File: config.mk
export PLATFORM = sky130hd
export DESIGN_NAME = imem_dmem_arbiter_flat
export DESIGN_NICKNAME = d
export VERILOG_FILES = /design/src/rtl/imem_dmem_arbiter_if.sv /design/src/rtl/imem_dmem_arbiter.sv /design/src/flat_wrapper.sv
export SDC_FILE = /design/constraint.sdc
export NUM_CORES = 1
export LEC_CHECK = 0
export ABC_CLOCK_PERIOD_IN_PS = 1500
export BUFFER_PORTS_ARGS = -buffer_cell sky130_fd_sc_hd__buf_2
export CORE_AREA = 4 4 198 200
export CTS_CLUSTER_DIAMETER = 40
export DETAILED_ROUTE_END_ITERATION = 8
export DIE_AREA = 0 0 202 204
export GPL_ROUTABILITY_DRIVEN = 0
export PLACE_DENSITY = 0.51
export SLEW_MARGIN = 20
export SYNTH_ARGS = -nofsm -noshare
export SYNTH_HDL_FRONTEND = slang
export SYNTH_SLANG_ARGS = --single-unit
File: constraint.sdc
create_clock -name clock -period 1.5 [get_ports clock]
set_input_delay 0.225 -clock clock [delete_from_list [all_inputs] [get_ports clock]]
set_output_delay 0.225 -clock clock [all_outputs]
set_load 0.1 [all_outputs]
File: src/rtl/imem_dmem_arbiter_if.sv
// Request/response bus used for the fetch port, the data port and the memory side of the arbiter.
// The requester drives the master modport; the responder drives the slave modport.
interface imem_dmem_arbiter_if #(
    parameter int ADDR_W = 32,
    parameter int DATA_W = 64
);
    logic                  req;
    logic                  we;
    logic [ADDR_W-1:0]     addr;
    logic [DATA_W-1:0]     wdata;
    logic [DATA_W/8-1:0]   wstrb;
    logic                  ack;
    logic [DATA_W-1:0]     rdata;

    modport master (output req, we, addr, wdata, wstrb, input ack, rdata);
    modport slave  (input req, we, addr, wdata, wstrb, output ack, rdata);
endinterface

File: src/rtl/imem_dmem_arbiter.sv
// Serialises instruction-fetch and data-memory accesses onto one single-ported memory.
// DM has priority; IF is forced through after STARVE_LIMIT consecutive DM grants while it waits.
module imem_dmem_arbiter #(
    parameter int ADDR_W       = 32,
    parameter int DATA_W       = 64,
    parameter int STARVE_LIMIT = 4
) (
    input  logic                clock,
    input  logic                reset,
    imem_dmem_arbiter_if.slave  if_bus,
    imem_dmem_arbiter_if.slave  dm_bus,
    imem_dmem_arbiter_if.master m_bus,
    output logic                stall_if,
    output logic                stall_mem,
    output logic                busy,
    output logic                owner
);
    localparam int STRB_W = DATA_W / 8;
    localparam int CNT_W  = $clog2(STARVE_LIMIT + 1);
    localparam logic [CNT_W-1:0] CNT_MAX = CNT_W'(STARVE_LIMIT);

    typedef enum logic [1:0] {IDLE, WAIT, RESP} state_e;

    state_e              state;
    state_e              state_nxt;
    logic [CNT_W-1:0]    starve_cnt;
    logic [ADDR_W-1:0]   m_addr;
    logic                m_we;
    logic [DATA_W-1:0]   m_wdata;
    logic [STRB_W-1:0]   m_wstrb;
    logic [DATA_W-1:0]   if_rdata;
    logic [DATA_W-1:0]   dm_rdata;
    logic                m_req;
    logic                if_ack;
    logic                dm_ack;
    logic                any_req;
    logic                grant_dm;
    logic                unused_if_fields;

    assign any_req  = if_bus.req | dm_bus.req;
    assign grant_dm = dm_bus.req & ~(if_bus.req & (starve_cnt == CNT_MAX));

    // NOTE: sequential state uses non-blocking assignments so every flop samples pre-edge values.
    always_ff @(posedge clock or negedge reset) begin
        if (!reset) begin
            state <= IDLE;
        end else begin
            state <= state_nxt;
        end
    end

    // NOTE: state_nxt is defaulted first so no path through the case leaves it unassigned (no latch).
    always_comb begin
        state_nxt = state;
        case (state)
            IDLE:    if (any_req) state_nxt = WAIT;
            WAIT:    if (m_bus.ack) state_nxt = RESP;
            RESP:    state_nxt = IDLE;
            default: state_nxt = IDLE;
        endcase
    end

    always_comb begin
        m_req  = (state == WAIT);
        busy   = (state != IDLE);
        if_ack = (state == RESP) & ~owner;
        dm_ack = (state == RESP) & owner;
    end

    // NOTE: the data registers are reset too, since their zero values are visible on the ports right after reset.
    always_ff @(posedge clock or negedge reset) begin
        if (!reset) begin
            owner      <= 1'b0;
            starve_cnt <= '0;
            m_we       <= 1'b0;
            m_addr     <= '0;
            m_wdata    <= '0;
            m_wstrb    <= '0;
            if_rdata   <= '0;
            dm_rdata   <= '0;
        end else begin
            if (state == IDLE && any_req) begin
                owner   <= grant_dm;
                m_we    <= grant_dm & dm_bus.we;
                m_addr  <= grant_dm ? dm_bus.addr  : if_bus.addr;
                m_wdata <= grant_dm ? dm_bus.wdata : '0;
                m_wstrb <= grant_dm ? dm_bus.wstrb : '0;
                // A DM grant with IF waiting implies the count is still below the limit.
                if (grant_dm && if_bus.req) begin
                    starve_cnt <= starve_cnt + CNT_W'(1);
                end else begin
                    starve_cnt <= '0;
                end
            end
            if (state == WAIT && m_bus.ack) begin
                if (!owner) begin
                    if_rdata <= m_bus.rdata;
                end else if (!m_we) begin
                    dm_rdata <= m_bus.rdata;
                end
            end
        end
    end

    assign m_bus.req    = m_req;
    assign m_bus.we     = m_we;
    assign m_bus.addr   = m_addr;
    assign m_bus.wdata  = m_wdata;
    assign m_bus.wstrb  = m_wstrb;
    assign if_bus.ack   = if_ack;
    assign if_bus.rdata = if_rdata;
    assign dm_bus.ack   = dm_ack;
    assign dm_bus.rdata = dm_rdata;

    assign stall_if  = if_bus.req & ~if_ack;
    assign stall_mem = dm_bus.req & ~dm_ack;

    // Fetch is read-only; its write-side bus fields carry nothing.
    assign unused_if_fields = ^{if_bus.we, if_bus.wdata, if_bus.wstrb};
endmodule

File: src/flat_wrapper.sv
// flat-port wrapper written by rule: the top's interface ports become plain ports
module imem_dmem_arbiter_flat 
#(
    parameter int ADDR_W       = 32,
    parameter int DATA_W       = 64,
    parameter int STARVE_LIMIT = 4
)
  (clock, reset, stall_if, stall_mem, busy, owner, if_bus_req, if_bus_we, if_bus_addr, if_bus_wdata, if_bus_wstrb, if_bus_ack, if_bus_rdata, dm_bus_req, dm_bus_we, dm_bus_addr, dm_bus_wdata, dm_bus_wstrb, dm_bus_ack, dm_bus_rdata, m_bus_req, m_bus_we, m_bus_addr, m_bus_wdata, m_bus_wstrb, m_bus_ack, m_bus_rdata);
  imem_dmem_arbiter_if #(.ADDR_W(ADDR_W), .DATA_W(DATA_W)) if_bus_i ();
  imem_dmem_arbiter_if #(.ADDR_W(ADDR_W), .DATA_W(DATA_W)) dm_bus_i ();
  imem_dmem_arbiter_if #(.ADDR_W(ADDR_W), .DATA_W(DATA_W)) m_bus_i ();
  input  logic clock;
  input  logic reset;
  output logic stall_if;
  output logic stall_mem;
  output logic busy;
  output logic owner;
  input wire logic [$bits(if_bus_i.req)-1:0] if_bus_req;
  input wire logic [$bits(if_bus_i.we)-1:0] if_bus_we;
  input wire logic [$bits(if_bus_i.addr)-1:0] if_bus_addr;
  input wire logic [$bits(if_bus_i.wdata)-1:0] if_bus_wdata;
  input wire logic [$bits(if_bus_i.wstrb)-1:0] if_bus_wstrb;
  output wire logic [$bits(if_bus_i.ack)-1:0] if_bus_ack;
  output wire logic [$bits(if_bus_i.rdata)-1:0] if_bus_rdata;
  input wire logic [$bits(dm_bus_i.req)-1:0] dm_bus_req;
  input wire logic [$bits(dm_bus_i.we)-1:0] dm_bus_we;
  input wire logic [$bits(dm_bus_i.addr)-1:0] dm_bus_addr;
  input wire logic [$bits(dm_bus_i.wdata)-1:0] dm_bus_wdata;
  input wire logic [$bits(dm_bus_i.wstrb)-1:0] dm_bus_wstrb;
  output wire logic [$bits(dm_bus_i.ack)-1:0] dm_bus_ack;
  output wire logic [$bits(dm_bus_i.rdata)-1:0] dm_bus_rdata;
  output wire logic [$bits(m_bus_i.req)-1:0] m_bus_req;
  output wire logic [$bits(m_bus_i.we)-1:0] m_bus_we;
  output wire logic [$bits(m_bus_i.addr)-1:0] m_bus_addr;
  output wire logic [$bits(m_bus_i.wdata)-1:0] m_bus_wdata;
  output wire logic [$bits(m_bus_i.wstrb)-1:0] m_bus_wstrb;
  input wire logic [$bits(m_bus_i.ack)-1:0] m_bus_ack;
  input wire logic [$bits(m_bus_i.rdata)-1:0] m_bus_rdata;
  assign if_bus_i.req = if_bus_req;
  assign if_bus_i.we = if_bus_we;
  assign if_bus_i.addr = if_bus_addr;
  assign if_bus_i.wdata = if_bus_wdata;
  assign if_bus_i.wstrb = if_bus_wstrb;
  assign if_bus_ack = if_bus_i.ack;
  assign if_bus_rdata = if_bus_i.rdata;
  assign dm_bus_i.req = dm_bus_req;
  assign dm_bus_i.we = dm_bus_we;
  assign dm_bus_i.addr = dm_bus_addr;
  assign dm_bus_i.wdata = dm_bus_wdata;
  assign dm_bus_i.wstrb = dm_bus_wstrb;
  assign dm_bus_ack = dm_bus_i.ack;
  assign dm_bus_rdata = dm_bus_i.rdata;
  assign m_bus_req = m_bus_i.req;
  assign m_bus_we = m_bus_i.we;
  assign m_bus_addr = m_bus_i.addr;
  assign m_bus_wdata = m_bus_i.wdata;
  assign m_bus_wstrb = m_bus_i.wstrb;
  assign m_bus_i.ack = m_bus_ack;
  assign m_bus_i.rdata = m_bus_rdata;
  imem_dmem_arbiter #(.ADDR_W(ADDR_W), .DATA_W(DATA_W), .STARVE_LIMIT(STARVE_LIMIT)) u_core (.clock(clock), .reset(reset), .if_bus(if_bus_i), .dm_bus(dm_bus_i), .m_bus(m_bus_i), .stall_if(stall_if), .stall_mem(stall_mem), .busy(busy), .owner(owner));
endmodule
### Word-level counts from Yosys, hierarchy flattened

Index checks and enable logic that the tools add are counted.

| word-level totals | value |
|---|---|
| register bits | 239 |
| output and inout bits | 240 |
| word-level logic and storage cells | 43 |

| operators by class | value |
|---|---|
| $add $sub $neg | 1 |
| eq/ne operators | 5 |
| mux-type cells | 7 |
| bitwise logic cells | 13 |
| reduce and logical (&&, ||, !) cells | 8 |

Operator list:

| cell | number |
|---|---|
| $mux 64 | 1 |
| $mux 32 | 1 |
| $mux 8 | 1 |
| $and 1x1->1 | 7 |
| $not 1->1 | 5 |
| $mux 2 | 2 |
| $ne 2x1->1 const B | 2 |
| $pmux 2 s2 | 1 |
| $reduce_and 2->1 | 2 |
| $add 3x1->3 const B | 1 |
| $eq 3x3->1 const B | 1 |
| $logic_and 1x1->1 | 3 |
| $mux 3 | 1 |
| $reduce_and 3->1 | 1 |
| $eq 2x1->1 const B | 1 |
| $eq 2x2->1 const B | 1 |
| $logic_not 2->1 | 1 |
| $reduce_bool 2->1 | 1 |
| $or 1x1->1 | 1 |

### Logic depth before layout (Yosys ltp)

Gate-level depths: netlist of run 1.

| depth | value |
|---|---|
| depth after elaboration | 6 |
| mapped depth | 7 |
| gate-level depth less buffers | 5 |

### Worst setup path before layout of run 1

OpenSTA, ideal clock, no wires.

| timing path | value |
|---|---|
| kind | register -> output |
| start point | register u_core.owner |
| end point | output stall_if |
| arrival time | 4548 ps |
| data required time | 1275 ps |
| path slack | -3273 ps |
| stages on the path, launching flop included | 3 |
| buffers on the path | 0 |
| cell sequence | dfrtp_1 -> nor3b_1 -> nor2b_1 |

| on the way | value |
|---|---|
| word-level cells in the longest chain between the ends | 4 |

Ends and longest elaborated chain:

| what | RTL line | RTL |
|---|---|---|
| from (decl) | imem_dmem_arbiter.sv:16 | `output logic owner` |
| from (signal assigned) | imem_dmem_arbiter.sv:83 | `owner <= grant_dm;` |
| $not 1->1 | imem_dmem_arbiter.sv:66 | `if_ack = (state == RESP) & ~owner;` |
| $and 1x1->1 | imem_dmem_arbiter.sv:66 |  |
| named net if_bus_ack | flat_wrapper.sv:23 | `output wire logic [$bits(if_bus_i.ack)-1:0] if_bus_ack;` |
| $not 1->1 | imem_dmem_arbiter.sv:115 | `assign stall_if = if_bus.req & ~if_ack;` |
| $and 1x1->1 | imem_dmem_arbiter.sv:115 |  |
| to (decl) | flat_wrapper.sv:14 | `output logic stall_if;` |

The timed path passes the listed nets, and every way through them passes these cells.

### Worst setup path in the final report of run 1

| timing path | value |
|---|---|
| start point | register u_core.owner |
| end point | output stall_mem |

| on the way | value |
|---|---|
| word-level cells in the longest chain between the ends | 3 |

Ends and longest elaborated chain:

| what | RTL line | RTL |
|---|---|---|
| $and 1x1->1 | imem_dmem_arbiter.sv:67 | `dm_ack = (state == RESP) & owner;` |
| $not 1->1 | imem_dmem_arbiter.sv:116 | `assign stall_mem = dm_bus.req & ~dm_ack;` |
| $and 1x1->1 | imem_dmem_arbiter.sv:116 |  |
| to (decl) | flat_wrapper.sv:15 | `output logic stall_mem;` |

Every way passes these cells.

==> load_flow_metrics.sql, run 1 <==
INSERT INTO impl_metrics (metric_group, metric, value, unit) VALUES
('run_status', 'outcome', 'complete, but fails checks', ''),
('run_status', 'violations_in_the_final_reports', 'setup timing', ''),
('final_layout', 'fillers', '3005', ''),
('routing', 'via_per_instance_ratio', '4.55', ''),
('routing', 'route.met2.wl', '19200', 'um'),
('final_layout', 'final_net_count', '1717', ''),
('routing', 'ant_nets', '0', ''),
('placement', 'placement.setup.worst_slack', '-0.176', 'ns'),
('routing', 'route.met3.wl', '2720', 'um'),
('logic_synthesis', 'synth_top_cells_by_area', 'dfrtp_1 (64%), mux2_1 (7.8%), mux2_2 (7.6%)', ''),
('clocking', 'cts-buffers-inserted', '41', ''),
('timing', 'period_needed', '1.94', 'ns'),
('logic_synthesis', 'synth_async_sr_flop_share', '1.00', ''),
('timing', 'report.final.slew_viol_count', '0', ''),
('clocking', 'clkSlewWorstSetupHoldPaths', '0.05', 'ns'),
('floorplanning', 'die_x', '202', 'um'),
('setup_path', 'worstSetupStartpointType', 'flip-flop', ''),
('timing', 'rsz0062_at_grt', 'true', ''),
('clocking', 'cts_tree', 'done', ''),
('floorplanning', 'io-pin-count', '519', ''),
('logic_synthesis', 'synth_seq_area_share', '0.641', ''),
('clocking', 'buffers_from_clock_root_to_sink_at_most', '3', ''),
('routing', 'vias', '9017', ''),
('flow_run', 'maxCapViolCount', '0', ''),
('routing', 'drt_first_iter_violations', '397', ''),
('floorplanning', 'design.die.area', '41200', 'um2'),
('logic_synthesis', 'syn-num-nets', '937', ''),
('logic_synthesis', 'synth_top_area_cell', 'dfrtp_1', ''),
('global_routing', 'grt.total_usage', '0.179', ''),
('logic_synthesis', 'synth_edf_count', '0', ''),
('routing', 'met1Wirelength', '15400', 'um'),
('worst_hold_path', 'class_of_the_most_critical_hold_timing_path', 'input port to flip-flop', ''),
('final_layout', 'final_layout_size_suffix_gt1_frac', '0.579', ''),
('placement', 'detailed_place.area', '13200', 'um2'),
('timing', 'finClkSkew', '0.0116', 'ns'),
('routing', 'postRouteWirelength', '38900', 'um'),
('global_routing', 'grt.overflow.total', '0', ''),
('timing', 'final-hold-violation-count', '0', ''),
('logic_synthesis', 'synth_area_per_cell', '14.2', 'um2'),
('floorplanning', 'initial_core_util', '0.250', ''),
('routing', 'maxUsedRoutingLayer', 'met4', ''),
('logic_synthesis', 'synth.cell_area', '9340', 'um2'),
('global_routing', 'grt_start_max_net_pins', '53', ''),
('logic_synthesis', 'yosysTopAreaCellShare', '0.641', ''),
('global_routing', 'grt_antenna_before_repair', '2', ''),
('routing', 'firstDrtPassIters', '5', ''),
('global_routing', 'wire_length_of_the_first_global_routing_pass', '58500', 'um'),
('logic_synthesis', 'synth.distinct_cells', '33', ''),
('timing', 'worst-slew-pin-transition', '0.615', 'ns'),
('setup_path', 'cp.required', '1.27', 'ns'),
('timing', 'final.hold.worst_slack', '0.0241', 'ns'),
('clocking', 'cts-root-buf', 'clkbuf_16', ''),
('clocking', 'clk_latency', '0.54', 'ns'),
('floorplanning', 'row_count', '71', ''),
('floorplanning', 'coreArea', '37400', 'um2'),
('routing', 'detail_route.drc_violations', '0', ''),
('timing', 'timing.slew.headroom', '0.590', ''),
('global_routing', 'first_global_vias', '10000', ''),
('setup_path', 'critPathKind', 'flip-flop to output pin', ''),
('clocking', 'h_tree_levels', '2', ''),
('logic_synthesis', 'netlist_instances', '656', ''),
('final_layout', 'area_growth', '106', '%'),
('floorplanning', 'dieHeight', '204', 'um'),
('clocking', 'cts.sinks', '239', ''),
('timing', 'pnr_worst_setup_slack', '-0.440', 'ns'),
('timing', 'setup_viol', '244', ''),
('logic_synthesis', 'ys.warnings.count', '0', ''),
('logic_synthesis', 'ys_ff_latch', '239', ''),
('routing', 'average_wire_per_cell_in_the_routed_design', '19.6', 'um'),
('placement', 'io_buffer_count', '445', ''),
('setup_path', 'timing.critical_path.fanout_max', '4', ''),
('timing', 'clock.fmax', '516', 'MHz'),
('setup_path', 'cp_data_arrival_time', '1.71', 'ns'),
('timing', 'fin_crit_sh', '1.29', ''),
('final_layout', 'layout.cell_area.non_filler', '19300', 'um2'),
('logic_synthesis', 'postSynth.topFlopCell', 'dfrtp_1', ''),
('setup_path', 'worstSetupEndpointType', 'output pin', ''),
('placement', 'detailed_place_hpwl', '22000', 'um');
Yosys cell counts, types with 2 or more instances:
| library cell | count |
|---|---|
| and2_1 | 3 |
| mux2_1 | 65 |
| clkbuf_1 | 20 |
| a22o_1 | 73 |
| inv_1 | 38 |
| dfrtp_1 | 239 |
| o221ai_1 | 32 |
| buf_6 | 6 |
| nand4_1 | 32 |
| nand2_1 | 2 |
| mux2_2 | 63 |
| nand2b_1 | 2 |
| nand3_1 | 33 |
| ha_1 | 2 |
| nor2b_1 | 2 |
| buf_2 | 27 |
cell usage in the layout (no fill, tap or decap), types with 3 or more instances in the layout:
| master | instances |
|---|---|
| buf_4 | 254 |
| o221ai_2 | 31 |
| diode_2 | 3 |
| clkinvlp_4 | 4 |
| clkbuf_16 | 49 |
| nand3_1 | 26 |
| a22o_1 | 73 |
| buf_16 | 16 |
| buf_6 | 43 |
| clkbuf_1 | 3 |
| clkinv_4 | 5 |
| nand3_2 | 4 |
| clkbuf_8 | 5 |
| buf_12 | 46 |
| inv_1 | 35 |
| buf_8 | 19 |
| dfrtp_1 | 237 |
| nand3_4 | 3 |
| bufinv_16 | 6 |
| buf_2 | 205 |
| clkinv_2 | 6 |
| dlygate4sd3_1 | 202 |
| nand4_1 | 32 |
| inv_6 | 5 |
| mux2_4 | 128 |
worst max-delay path, cell delays in order, from the launching register on:
cell	delay, ns
dfrtp_4	0.49
buf_12	0.14
and3b_2	0.23
nor2b_4	0.14
buf_12	0.18
final timing paths:
path	slack [ns]	depth (start not counted)	start	endpoint
worst min-delay path	0.02	3	if_bus_addr[10]	u_core.m_bus.addr[10]$_DFFE_PN0P_
worst max-delay path	-0.44	4	u_core.owner$_DFFE_PN0P_	stall_mem
worst max register to register	-0.31	7	u_core.state[1]$_DFFE_PN0P_	u_core.dm_bus.rdata[37]$_DFFE_PN0P_
worst min register to register	0.51	1	u_core.if_bus.rdata[51]$_DFFE_PN0P_	u_core.if_bus.rdata[51]$_DFFE_PN0P_
max in group asynchronous	0.65	3	reset	u_core.if_bus.rdata[34]$_DFFE_PN0P_
min in group asynchronous	0.23	2	reset	u_core.if_bus.rdata[10]$_DFFE_PN0P_
layout make-up:
type	instances	area (um2)	area share
antenna	3	7.51	0.000390
tap	511	639	0.0332
sequential	239	5990	0.311
timing repair buffer	791	7240	0.375
clock buffer	51	1160	0.0600
multi-input combinational	325	3780	0.196
inverter	38	149	0.00773
clock inverter	25	320	0.0166
per-layer routing:
| layer | track usage | vias up |
|---|---|---|
| li1 | - | 4009 |
| met1 | 0.212 | 4480 |
| met2 | 0.304 | 422 |
| met3 | 0.0528 | 106 |
| met4 | 0.0754 | 0 |
| met5 | 0 | - |
state kept, by name, indices dropped and copies added, names as in the netlist:
| signal | cells |
|---|---|
| u_core.m_bus.we | 1 |
| u_core.dm_bus.rdata | 64 |
| u_core.state | 2 |
| u_core.owner | 1 |
| u_core.m_bus.addr | 32 |
| u_core.starve_cnt | 3 |
| u_core.m_bus.wdata | 64 |
| u_core.if_bus.rdata | 64 |
| u_core.m_bus.wstrb | 8 |
metrics by stage:
step                      instances   util  TNS [ns]
after floorplan                 656      -    -16.99
final                          1983  0.515    -47.80
after detailed placement       1626  0.354    -18.72
after global placement         1626  0.354    -18.58
after CTS                      1977  0.508    -53.38
after global routing           1982  0.515    -61.35
cells by family after synthesis:
| logic type | after synthesis | share of synthesized area |
|---|---|---|
| flops | 239 | 0.641 |
| mux | 129 | 0.155 |
| compound gates | 110 | 0.102 |
| buf+inv | 93 | 0.0462 |
| simple gates | 83 | 0.0527 |
| fa+ha+maj | 2 | 0.00268 |
timing repair:
item	in CTS	in global routing
gates resized for setup	364	84
pin swaps	31	40
endpoints found under the setup margin	451	251
endpoints found under the hold margin	312	0
setup buffers	43	19
hold buffers	202	0
cloned	31	9
Power of run 1 is left out: the tool's default activity adds up to more than one toggle a clock period on the data nets, which glitch-free logic cannot reach.
==> inputs of run 2 (changes only) <==
--- a/config.mk
+++ b/config.mk
@@ -14,4 +14,5 @@
 export GPL_ROUTABILITY_DRIVEN = 0
 export PLACE_DENSITY = 0.51
+export SETUP_SLACK_MARGIN = 0.5
 export SLEW_MARGIN = 20
 export SYNTH_ARGS = -nofsm -noshare
==> constraint.sdc (replaced) <==
create_clock -name clock -period 1.5 [get_ports clock]
set_input_delay 0.15 -clock clock [delete_from_list [all_inputs] [get_ports clock]]
set_output_delay 0.15 -clock clock [all_outputs]
set_load 0.1 [all_outputs]
==> load_flow_metrics.sql, run 2 (synthesis gave the netlist of run 1 again) <==
INSERT INTO impl_metrics (metric_group, metric, value, unit) VALUES
('run_status', 'violations_in_the_final_reports', 'setup timing', ''),
('final_layout', 'final_layout_size_suffix_gt1_frac', '0.756', ''),
('floorplanning', 'dieHeight', '204', 'um'),
('placement', 'detailed_place.area', '13700', 'um2'),
('placement', 'placement.setup.worst_slack', '-0.253', 'ns'),
('routing', 'average_wire_per_cell_in_the_routed_design', '22.5', 'um'),
('floorplanning', 'design.die.area', '41200', 'um2'),
('final_layout', 'most_common_cell_after_layout_fill_and_taps_aside', 'buf_12', ''),
('timing', 'finClkSkew', '0.0173', 'ns'),
('setup_path', 'cp.required', '1.35', 'ns'),
('timing', 'fin_crit_sh', '1.24', ''),
('global_routing', 'first_global_vias', '10400', ''),
('placement', 'io_buffer_count', '445', ''),
('setup_path', 'rr_worst_depth', '7', ''),
('clocking', 'cts_tree', 'done', ''),
('setup_path', 'critPathKind', 'flip-flop to output pin', ''),
('run_status', 'outcome', 'complete, but fails checks', ''),
('worst_hold_path', 'class_of_the_most_critical_hold_timing_path', 'input port to flip-flop', ''),
('routing', 'firstDrtPassIters', '5', ''),
('routing', 'ant_nets', '0', ''),
('clocking', 'clkSlewWorstSetupHoldPaths', '0.05', 'ns'),
('routing', 'vias', '9513', ''),
('setup_path', 'critPathLaunch', 'u_core.state[1]$_DFFE_PN0P_', ''),
('clocking', 'h_tree_levels', '2', ''),
('final_layout', 'commonest_cells_after_routing_fill_and_taps_aside', 'buf_12 (278), dfrtp_2 (233), buf_2 (204)', ''),
('timing', 'report.final.slew_viol_count', '0', ''),
('global_routing', 'grt.total_usage', '0.195', ''),
('timing', 'pnr_worst_setup_slack', '-0.353', 'ns'),
('routing', 'detail_route.drc_violations', '0', ''),
('timing', 'period_needed', '1.85', 'ns'),
('setup_path', 'timing.critical_path.fanout_max', '5', ''),
('floorplanning', 'coreArea', '37400', 'um2'),
('clocking', 'clk_latency', '0.55', 'ns'),
('timing', 'timing.slew.headroom', '0.539', ''),
('global_routing', 'wire_length_of_the_first_global_routing_pass', '63000', 'um'),
('global_routing', 'grt_antenna_before_repair', '2', ''),
('timing', 'rsz0062_at_grt', 'true', ''),
('global_routing', 'grt_start_max_net_pins', '47', ''),
('worst_hold_path', 'timing.hold.worst.start', 'dm_bus_req', ''),
('clocking', 'buffers_from_clock_root_to_sink_at_most', '3', ''),
('placement', 'dpl.cell_count', '1611', ''),
('global_routing', 'grt.overflow.total', '0', ''),
('setup_path', 'worstSetupEndpointType', 'output pin', ''),
('timing', 'clock.fmax', '540', 'MHz'),
('final_layout', 'layout.cell_area.non_filler', '23400', 'um2'),
('floorplanning', 'initial_core_util', '0.250', ''),
('routing', 'postRouteWirelength', '46000', 'um'),
('setup_path', 'timing.rr.start', 'u_core.state[1]$_DFFE_PN0P_', ''),
('final_layout', 'postLayoutCoreUtil', '0.626', ''),
('final_layout', 'area_growth', '151', '%'),
('clocking', 'cts.sinks', '239', ''),
('timing', 'worst-slew-pin-transition', '0.692', 'ns'),
('floorplanning', 'io-pin-count', '519', ''),
('worst_hold_path', 'min_path_cells', '4', ''),
('placement', 'detailed_place_hpwl', '22800', 'um'),
('final_layout', 'instances_no_fill', '2043', ''),
('routing', 'drt_first_iter_violations', '381', ''),
('clocking', 'cts-buffers-inserted', '43', ''),
('setup_path', 'worstSetupStartpointType', 'flip-flop', ''),
('flow_run', 'maxCapViolCount', '0', ''),
('floorplanning', 'die_x', '202', 'um'),
('floorplanning', 'row_count', '71', ''),
('timing', 'final-hold-violation-count', '0', ''),
('routing', 'via_per_instance_ratio', '4.66', ''),
('clocking', 'cts-root-buf', 'clkbuf_16', ''),
('setup_path', 'cp_data_arrival_time', '1.70', 'ns'),
('final_layout', 'final_net_count', '1777', ''),
('timing', 'setup_viol', '239', '');
[run 2: final timing paths]
kind	endpoint	slack, ns
max	busy	-0.35
max reg2reg	u_core.if_bus.rdata[15]$_DFFE_PN0P_	-0.31
min in group asynchronous	u_core.dm_bus.rdata[22]$_DFFE_PN0P_	0.15
min	u_core.m_bus.addr[0]$_DFFE_PN0P_	0.13
min reg2reg	u_core.if_bus.rdata[10]$_DFFE_PN0P_	0.54
max in group asynchronous	u_core.if_bus.rdata[29]$_DFFE_PN0P_	0.68
[run 2: cell type report]
| type | count | area (um2) |
|---|---|---|
| fillers | 2406 | 14000 |
| repair buffers | 849 | 10700 |
| flip-flops and latches | 239 | 6280 |
| clock buffers | 49 | 1160 |
| inverters | 38 | 150 |
| diodes | 1 | 2.50 |
| multi-input cells | 325 | 3960 |
| clock inverters | 31 | 458 |
| well taps | 511 | 639 |
[run 2: routing by layer]
layer / share of wire / wire length, um / GRT usage
met1: 0.38 / 17700 / 0.233
met2: 0.51 / 23500 / 0.332
met3: 0.069 / 3160 / 0.0617
met4: 0.035 / 1630 / 0.0701
met5: 0.00022 / 10 / 0
[run 2: through the flow]
stage	hold WS, ns	TNS, ns
4_1_cts	0.0728	-36.01
2_1_floorplan	-0.146	-20.09
3_3_place_gp	0.0781	-21.16
5_1_grt	0.122	-55.47
6_report	0.132	-39.48
3_5_place_dp	0.0769	-21.73
[run 2: what timing repair did]
item | CTS | global route
hold buffers | 203 | 0
setup buffers | 65 | 45
pin swaps | 28 | 53
gates resized for setup | 870 | 187
endpoints found under the hold margin | 474 | 0
cloned | 24 | 14
endpoints found under the setup margin | 478 | 478
[run 2: worst max-delay path, stage by stage (launching register included)]
cell and delay [ns]:
dfrtp_1 0.39, buf_6 0.14, nor2_4 0.14, buf_12 0.12, buf_12 0.11, clkinvlp_4 0.09
buf_12 0.17
Power of run 2 is left out for the same reason.
==> inputs of run 3 (changes only) <==
Settings changed: ABC_CLOCK_PERIOD_IN_PS 1500 to 2000, GPL_TIMING_DRIVEN set to 0, PLACE_DENSITY 0.51 to 0.49.
Clock period 1.5 ns to 2 ns, I/O delays scaled along.
==> load_flow_metrics.sql, run 3 (synthesis gave the netlist of run 1 again) <==
INSERT INTO impl_metrics (metric_group, metric, value, unit) VALUES
('run_status', 'outcome', 'finished, final reports clean', ''),
('clocking', 'buffers_from_clock_root_to_sink_at_most', '3', ''),
('timing', 'period_needed', '1.89', 'ns'),
('timing', 'final.setup.tns', '0', 'ns'),
('clocking', 'cts.sinks', '239', ''),
('floorplanning', 'design.die.area', '41200', 'um2'),
('final_layout', 'num_antenna_cells', '0', ''),
('timing', 'finClkSkew', '0.0158', 'ns'),
('timing', 'final-hold-violation-count', '0', ''),
('routing', 'postRouteWirelength', '36800', 'um'),
('setup_path', 'timing.critical_path.fanout_max', '5', ''),
('final_layout', 'final_net_count', '1679', ''),
('clocking', 'cts-root-buf', 'clkbuf_16', ''),
('final_layout', 'instances_no_fill', '1942', ''),
('routing', 'drt_first_iter_violations', '303', ''),
('timing', 'rsz0062_at_grt', 'true', ''),
('routing', 'firstDrtPassIters', '4', ''),
('floorplanning', 'dieHeight', '204', 'um'),
('clocking', 'cts_tree', 'done', ''),
('global_routing', 'wire_length_of_the_first_global_routing_pass', '55200', 'um'),
('global_routing', 'first_global_vias', '9380', ''),
('setup_path', 'r2r_setup_slack', '0.11', 'ns'),
('timing', 'clock.fmax', '529', 'MHz'),
('floorplanning', 'io-pin-count', '519', ''),
('timing', 'setup_viol', '0', ''),
('placement', 'detailed_place_hpwl', '23900', 'um'),
('routing', 'vias', '8621', ''),
('global_routing', 'grt.total_usage', '0.169', ''),
('worst_hold_path', 'timing.hold.worst_endpoint', 'u_core.starve_cnt[2]$_DFFE_PN0P_', ''),
('flow_run', 'maxCapViolCount', '0', ''),
('timing', 'worst-slew-pin-transition', '0.575', 'ns'),
('routing', 'via_per_instance_ratio', '4.44', ''),
('routing', 'average_wire_per_cell_in_the_routed_design', '18.9', 'um'),
('worst_hold_path', 'class_of_the_most_critical_hold_timing_path', 'input port to flip-flop', ''),
('global_routing', 'grt.overflow.total', '0', ''),
('setup_path', 'worstSetupStartpointType', 'flip-flop', ''),
('placement', 'dpl.cell_count', '1614', ''),
('placement', 'detailed_place.area', '12800', 'um2'),
('setup_path', 'cp.required', '2.42', 'ns'),
('floorplanning', 'row_count', '71', ''),
('setup_path', 'critPathKind', 'flip-flop to flip-flop', ''),
('final_layout', 'most_common_cell_after_layout_fill_and_taps_aside', 'dfrtp_1', ''),
('setup_path', 'timing.rr.start', 'u_core.state[0]$_DFFE_PN0P_', ''),
('worst_hold_path', 'min_path_cells', '3', ''),
('clocking', 'clkSlewWorstSetupHoldPaths', '0.06', 'ns'),
('final_layout', 'layout.cell_area.non_filler', '18300', 'um2'),
('setup_path', 'worstSetupEndpointType', 'flip-flop', ''),
('timing', 'report.final.slew_viol_count', '0', ''),
('clocking', 'h_tree_levels', '2', ''),
('setup_path', 'cp_data_arrival_time', '2.31', 'ns'),
('global_routing', 'grt_start_max_net_pins', '89', ''),
('setup_path', 'timing.rr.end', 'u_core.dm_bus.rdata[63]$_DFFE_PN0P_', ''),
('routing', 'ant_nets', '0', ''),
('floorplanning', 'die_x', '202', 'um'),
('timing', 'timing.slew.headroom', '0.617', ''),
('final_layout', 'commonest_cells_after_routing_fill_and_taps_aside', 'dfrtp_1 (235), buf_2 (210), dlygate4sd3_1 (203)', ''),
('global_routing', 'grt_antenna_before_repair', '0', ''),
('setup_path', 'rr_worst_depth', '9', ''),
('placement', 'io_buffer_count', '445', ''),
('routing', 'detail_route.drc_violations', '0', ''),
('worst_hold_path', 'timing.hold.worst.start', 'if_bus_req', ''),
('final_layout', 'final_layout_size_suffix_gt1_frac', '0.545', ''),
('floorplanning', 'initial_core_util', '0.250', ''),
('final_layout', 'area_growth', '96.2', '%'),
('floorplanning', 'coreArea', '37400', 'um2'),
('clocking', 'cts-buffers-inserted', '43', ''),
('clocking', 'clk_latency', '0.54', 'ns'),
('timing', 'fin_crit_sh', '0.945', '');
run 3: cell types whose count changed in the layout (fill, tap and decap cells not counted), sizes merged:
cell,delta
buf,-199
clkinvlp,-2
nand2,-1
clkbuf,+102
bufinv,-4
bufbuf,+1
inv,+3
diode,-1
run 3: timing repair:
item,4_1_cts,5_1_grt
hold endpoints to repair,301,0
endpoints found under the setup margin,477,328
cloned,7,11
hold buffers,203,0
pin swaps,6,3
gates resized for setup,246,161
buffers inserted,25,4
run 3: layout make-up:
class | instances | area [um2]
multi-input combinational | 324 | 3500
clock inverter | 28 | 354
buffer | 55 | 668
tap | 511 | 639
timing repair buffer | 697 | 5850
clock buffer | 50 | 1170
sequential | 239 | 5990
fill | 3248 | 19100
inverter | 38 | 146
run 3: metrics by stage:
step	setup WS [ns]	util	hold slack, ns
after CTS	0.0980	0.469	0.0501
after detailed placement	-0.0296	0.343	0.216
after global placement	-4.73	0.341	0.410
after global routing	0.0223	0.490	0.103
final	0.110	0.490	0.0938
after floorplan	-0.122	-	-0.0956
run 3: worst max-delay path by stage:
stage	start	endpoint	slack, ns
after global routing	u_core.state[0]$_DFFE_PN0P_	u_core.dm_bus.rdata[36]$_DFFE_PN0P_	0.02
final	u_core.state[0]$_DFFE_PN0P_	u_core.dm_bus.rdata[63]$_DFFE_PN0P_	0.11
after CTS	u_core.state[0]$_DFFE_PN0P_	stall_if	0.1
after floorplan	u_core.owner$_DFFE_PN0P_	stall_if	-0.12
after global placement	reset	u_core.owner$_DFFE_PN0P_	-4.73
after detailed placement	u_core.state[1]$_DFFE_PN0P_	u_core.dm_bus.rdata[60]$_DFFE_PN0P_	-0.03
run 3: per-layer routing:
metal	routed length [um]	global-route usage	vias up
met4	972	0.0505	0
met5	0	0	-
met2	18500	0.290	353
met3	2540	0.0516	68
met1	14700	0.205	4253
li1	-	-	3947
run 3: critical path, stage by stage, from the launching register on:
cell      delay, ns
dfrtp_2        0.40
buf_6          0.12
nand3b_1       0.13
nor3b_4        0.21
buf_6          0.14
buf_12         0.11
buf_16         0.12
buf_12         0.11
buf_12         0.12
mux2_4         0.30
Power of run 3 is left out for the same reason.
